--- config.mk ---
export PLATFORM = sky130hd
export DESIGN_NAME = fetch_stage
export DESIGN_NICKNAME = d
export VERILOG_FILES = /design/src/rtl/fetch_stage.sv
export SDC_FILE = /design/constraint.sdc
export NUM_CORES = 1
export LEC_CHECK = 0
export BUFFER_PORTS_ARGS = -buffer_cell sky130_fd_sc_hd__buf_2
export CELL_PAD_IN_SITES_DETAIL_PLACEMENT = 1
export CELL_PAD_IN_SITES_GLOBAL_PLACEMENT = 2
export CORE_AREA = 2 2 151 153
export CTS_BUF_LIST = sky130_fd_sc_hd__clkbuf_4 sky130_fd_sc_hd__clkbuf_8
export CTS_CLUSTER_DIAMETER = 120
export DETAILED_ROUTE_END_ITERATION = 7
export DIE_AREA = 0 0 153 155
export PLACE_DENSITY = 0.81
export SLEW_MARGIN = 20
export SYNTH_ARGS = -nofsm -noshare
export SYNTH_HDL_FRONTEND = slang
export SYNTH_SLANG_ARGS = --single-unit
--- constraint.sdc ---
create_clock -name clock -period 3 [get_ports clock]
set_input_delay 0.6 -clock clock [delete_from_list [all_inputs] [get_ports clock]]
set_output_delay 0.6 -clock clock [all_outputs]
set_load 0.03 [all_outputs]
--- src/rtl/fetch_stage.sv ---
`default_nettype none
// +----------------------------------------------------------------------------+
// | fetch_stage: PC register, IF/ID register, stall/redirect and trap halt.     |
// | Optional: BRANCH_DELAY_SLOT_EN (branch-cycle word kept, no flush).          |
// | Revision: 1.0                                                              |
// +----------------------------------------------------------------------------+
module fetch_stage #(
    parameter logic [0:31] RESET_PC  = 32'h00000000,
    parameter logic [0:31] NOP_INSTR = 32'h54000000,
    parameter logic [0:31] TRAP_HALT = 32'h44000300
) (
    input  logic        clock,
    input  logic        reset,
    output logic [0:31] imem_addr,
    input  logic [0:31] imem_data,
    input  logic        stall,
    input  logic        branch,
    input  logic [0:31] branch_target,
    output logic        stallack,
    output logic [0:31] if_id_instr,
    output logic [0:31] if_id_pc4,
    output logic [0:31] pcout,
    output logic        halted,
    output logic [0:31] fetch_count
);

`ifdef BRANCH_DELAY_SLOT_EN
    localparam bit FLUSH_EN = 1'b0;
`else
    localparam bit FLUSH_EN = 1'b1;
`endif

    typedef enum logic [1:0] {
        RUN    = 2'd0,
        DRAIN  = 2'd1,
        HALTED = 2'd2
    } state_t;

    state_t      state, state_next;
    logic [0:31] pc, pc_next, pc_plus4;
    logic [0:31] instr_next, pc4_next, count_next;
    logic        flush;

    assign pc_plus4  = pc + 32'd4;
    assign flush     = branch && FLUSH_EN;
    assign imem_addr = pc;
    assign pcout     = pc;
    assign halted    = (state == HALTED);

    always_comb begin
        state_next = state;
        pc_next    = pc;
        instr_next = if_id_instr;
        pc4_next   = if_id_pc4;
        count_next = fetch_count;
        case (state)
            RUN: begin
                if (!stall) begin
                    pc4_next = pc_plus4;
                    pc_next  = branch ? branch_target : pc_plus4;
                    if (flush) begin
                        instr_next = NOP_INSTR;
                    end else begin
                        instr_next = imem_data;
                        count_next = fetch_count + 32'd1;
                        if (imem_data == TRAP_HALT)
                            state_next = DRAIN;
                    end
                end
            end
            DRAIN: begin
                if (!stall) begin
                    instr_next = NOP_INSTR;
                    // A taken branch means the trap was only a shadow fetch.
                    if (flush) begin
                        pc_next    = branch_target;
                        state_next = RUN;
                    end else begin
                        state_next = HALTED;
                    end
                end
            end
            HALTED: begin
                instr_next = NOP_INSTR;
            end
            default: begin
                state_next = RUN;
            end
        endcase
    end

    always_ff @(posedge clock) begin
        if (!reset) begin
            state       <= RUN;
            pc          <= RESET_PC;
            if_id_instr <= NOP_INSTR;
            if_id_pc4   <= 32'd0;
            fetch_count <= 32'd0;
            stallack    <= 1'b0;
        end else begin
            state       <= state_next;
            pc          <= pc_next;
            if_id_instr <= instr_next;
            if_id_pc4   <= pc4_next;
            fetch_count <= count_next;
            stallack    <= stall;
        end
    end

endmodule
`default_nettype wire

# ---- Word-level counts from Yosys, hierarchy flattened
# Cells that the tools add are included.
dict set report totals {
  ff_bits 131
  wordCells 42
}
dict set report op_classes {
  n_addsub 2
  eq_ne 8
  muxes 15
  n_bitwise 3
  reduce_logical 8
}
# operator count
set ops {}
lappend ops {{two-way mux 32 bit} 7}
lappend ops {{one-hot mux 32 bit (3 select lines)} 1}
lappend ops {{one-hot mux 32 bit (2 select lines)} 1}
lappend ops {{adder 32 x 1 -> 32 bit, second input constant} 1}
lappend ops {{adder 32 x 3 -> 32 bit, second input constant} 1}
lappend ops {{equality test 32 x 31 -> 1 bit, second input constant} 1}
lappend ops {{two-way mux 2 bit} 5}
lappend ops {{inequality test 2 bit, second input constant} 5}
lappend ops {{one-hot mux 2 bit (3 select lines)} 1}
lappend ops {{AND reduction 3 bit} 2}
lappend ops {{AND reduction 5 bit} 1}
lappend ops {{AND reduction 4 bit} 1}
lappend ops {{NOT 1 bit} 3}
lappend ops {{nonzero test 3 bit} 1}
lappend ops {{equality test 2 x 1 -> 1 bit, second input constant} 1}
lappend ops {{equality test 2 bit, second input constant} 1}
lappend ops {{zero test 2 bit} 1}
lappend ops {{AND reduction 2 bit} 1}
lappend ops {{nonzero test 2 bit} 1}

# ---- Logic depth before layout (Yosys ltp)
dict set report depth {
  depth_word 5
  ltp_mapped 9
  ltp_nobuf 7
}

# ---- Worst setup path after synthesis
# No wires, ideal clock.
dict set report synth_timing {
  kind {register to register}
  startpoint {reg pc (netlist bit imem_addr[29])}
  endpoint {reg pc (netlist bit imem_addr[9])}
  arrival_ns 2.212
  required_ns 2.881
  setup_slack_ns 0.669
  stages_incl_launch_ff 6
  path_buffers 0
  period_less_slack_ns 2.331
  cell_sequence {dfxtp_1 ha_1 nand3_1 or4_1 o32a_1 o221a_2}
}
dict set report synth_via {
  elab_chain_cells 4
}
# element line
set synth_lines {}
lappend synth_lines {{start: declaration} 40} ;# logic [0:31] pc, pc_next, pc_plus4;
lappend synth_lines {{start signal: assignment} 102} ;# pc <= pc_next;
lappend synth_lines {{adder 32 x 3 -> 32 bit} 44} ;# assign pc_plus4 = pc + 32'd4;
lappend synth_lines {{two-way mux 32 bit} 60} ;# pc_next = branch ? branch_target : pc_plus4;
lappend synth_lines {{two-way mux 32 bit} 58} ;# if (!stall) begin
lappend synth_lines {{one-hot mux 32 bit (2 select lines)} 56} ;# case (state)
# No other way between the ends. The select of a mux whose other input is x is not followed.
# A chain may end at the register's enable or synchronous reset.

# ---- Worst setup path after layout
dict set report layout_timing {
  startpoint {reg pc (netlist bit imem_addr[28])}
  endpoint {reg pc (netlist bit imem_addr[3])}
}
# Same word-level chain as after synthesis.

==> results_dict.tcl <==
set metrics [dict create \
    clk_latency_ns 0.47 \
    start_util 0.283 \
    syn-num-nets 821 \
    syn_avg_cell_area_um2 8.41 \
    fin_tns_setup_ns 0 \
    worst-path-max-fanout 10 \
    initialDrtViolationCount 273 \
    synth_top_area_frac 0.417 \
    drv_slew 0 \
    criticalPathCategory "reg -> reg" \
    setup_ws_ns 0.592 \
    final-hold-violation-count 0 \
    n_antenna_cell 0 \
    rsz0062_at_grt "false" \
    yosys_warnings 0 \
    post-dp-hpwl_um 15100 \
    setup_viol 0 \
    fillers 2720 \
    core_mm2 0.0222 \
    powerDensity_mw_per_mm2 533 \
    synth_cells 748 \
    nets 998 \
    postCtsSetupBuffers 0 \
    gr-total-overflow 0 \
    vias 6211 \
    cap_violations 0 \
    pwr-share-clk 0.402 \
    drtPass1Iterations 4 \
    drc_errors 0 \
    clk_pin_slew_worst_paths_ns 0.09 \
    switching_share 0.317 \
    grt_util_all_layers 0.177 \
    pwr-share-comb 0.149 \
    die-area_mm2 0.0237 \
    dieWidth_um 153 \
    wl_per_cell_um 17.7 \
    min_period_over_period 0.803 \
    synthArstFlopShare 0 \
    yosysMostFrequentCell "dfxtp_1" \
    leakagePower_nw 3.35 \
    synth_flop_cell "dfxtp_1" \
    synth-seq-cells 131 \
    cts_max_level 4 \
    cts_root_buf "clkbuf_8" \
    ctsResizeCount 0 \
    synth_area_leader_cell "dfxtp_1" \
    skew_ns 0.0196 \
    num_rows 55 \
    fmax_mhz 415 \
    hold_buffers 0 \
    drive_gt1_frac 0.323 \
    worstPathArrival_ns 2.78 \
    internal-power_mw 2.87 \
    antenna_found_initial 0 \
    vdd_drop_max_mv 0.190 \
    grt_max_degree 62 \
    post_drt_via_cell_ratio 5.08 \
    ys_types 57 \
    cts_tree "done" \
    yosysSeqAreaShare 0.417 \
    cts_buffers 17 \
    grt_pass1_vias 5962 \
    status "completed" \
    startpoint_type "flip-flop" \
    seqPwrFrac 0.449 \
    synth_area_leaders "dfxtp_1, xnor2_1, nor2_1" \
    worstSetupEndpointType "flip-flop" \
    die_h_um 155 \
    gp_congestion 0.728 \
    p_sw_mw 1.34 \
    wirelength_um 21600 \
    cts_buffer_depth 2 \
    relSlewSlack 0.492 \
    synth-edff-count 0 \
    netlist_area_mm2 0.00629 \
    area_growth_pct 25.7 \
    synthTopCellsByCount "dfxtp_1, nor2_1, a21oi_1" \
    io_pins 230 \
    place_ws_ns 0.535 \
    hp-class "in -> reg" \
    grt_pass1_wl_um 33600 \
    place.port_buffers 229 \
    period_minus_slack_ns 2.41 \
    required_ns 3.37 \
    ant_nets 0 \
    worstMarginPinSlew_ns 0.757 \
    cts_sinks 131 \
]
==> sequential cells by signal (all words and copies together) (netlist names) <==
signal       flops
if_id_pc4       32
if_id_instr     32
imem_addr       32
fetch_count     32
state            2
stallack         1
==> critical path: stages, from the launching register on <==
cell and delay (ns):
dfxtp_1 0.44, ha_1 0.30, nand3_1 0.27, nor4_4 0.66, and3_1 0.33, o21ai_0 0.09
a221oi_1 0.25
==> kinds of logic (layout without fill, tap and decap cells) <==
family                   count (synthesis)  count (layout)  synth area share
multiplexers                             4               4           0.00637
flip-flops                             131             131             0.417
AO/OA/AOI/OAI                          185             185             0.194
adder cells (fa/ha/maj)                  5               5           0.00995
buffers and inverters                  106             296            0.0846
AND/OR/NAND/NOR                        263             263             0.213
XOR/XNOR                                54              54            0.0752
==> layout make-up <==
type / instances / area (µm²) / share of cell area
multi-input combinational: 511 / 3160 / 0.399
sequential: 131 / 2620 / 0.332
timing repair buffer: 245 / 1270 / 0.160
tap: 285 / 357 / 0.0451
clock buffer: 19 / 255 / 0.0323
clock inverter: 13 / 175 / 0.0222
inverter: 19 / 71.3 / 0.00902
==> placed cells by master (no fill, tap or decap), types with 16 or more instances in the layout <==
| master | instances |
|---|---|
| o21ai_0 | 37 |
| nand3_1 | 28 |
| nor4_1 | 22 |
| a22oi_1 | 30 |
| a21oi_1 | 53 |
| xor2_1 | 16 |
| clkbuf_8 | 18 |
| nor2_1 | 85 |
| buf_2 | 229 |
| dfxtp_1 | 131 |
| inv_1 | 18 |
| nand4_1 | 23 |
| nand2_1 | 48 |
| xnor2_1 | 38 |
| buf_4 | 16 |
==> layer usage <==
metal,up-vias,track usage,part of all wire
met5,-,0,0
met4,0,0.0551,0.014
met3,18,0.0345,0.041
met2,148,0.287,0.47
met1,3022,0.238,0.47
li1,3023,-,-
==> metrics by stage <==
step	total power, mW	instances	area (µm²)	hold slack, ns	util
floorplan	2.36	748	6290	0.459	-
finish	4.21	1223	7900	0.379	0.356
global placement	2.56	1191	7470	0.444	0.336
global route	4.39	1223	7900	0.360	0.356
detailed placement	2.57	1191	7470	0.461	0.336
CTS	4.26	1223	7900	0.353	0.356
==> power groups by stage <==
stage	combinational, mW	sequential, mW	clock (mW)
after floorplan	0.311	2.05	0
after global placement	0.630	1.93	0
after detailed placement	0.635	1.93	0
after CTS	0.636	1.89	1.74
after global routing	0.677	1.90	1.81
final	0.629	1.89	1.69
==> final timing paths <==
path / startpoint / endpoint / slack, ns / cells after the start
hold / removal: imem_data[3] / if_id_instr[3]$_SDFFE_PN1P_ / 0.38 / 3
setup reg to reg: imem_addr[28]$_SDFFE_PN0P_ / imem_addr[3]$_SDFFE_PN0P_ / 0.59 / 6
hold reg to reg: if_id_pc4[28]$_SDFFE_PN0P_ / if_id_pc4[28]$_SDFFE_PN0P_ / 0.46 / 2
setup / recovery: imem_addr[28]$_SDFFE_PN0P_ / imem_addr[3]$_SDFFE_PN0P_ / 0.59 / 6
(Power assumes the default switching activity.)
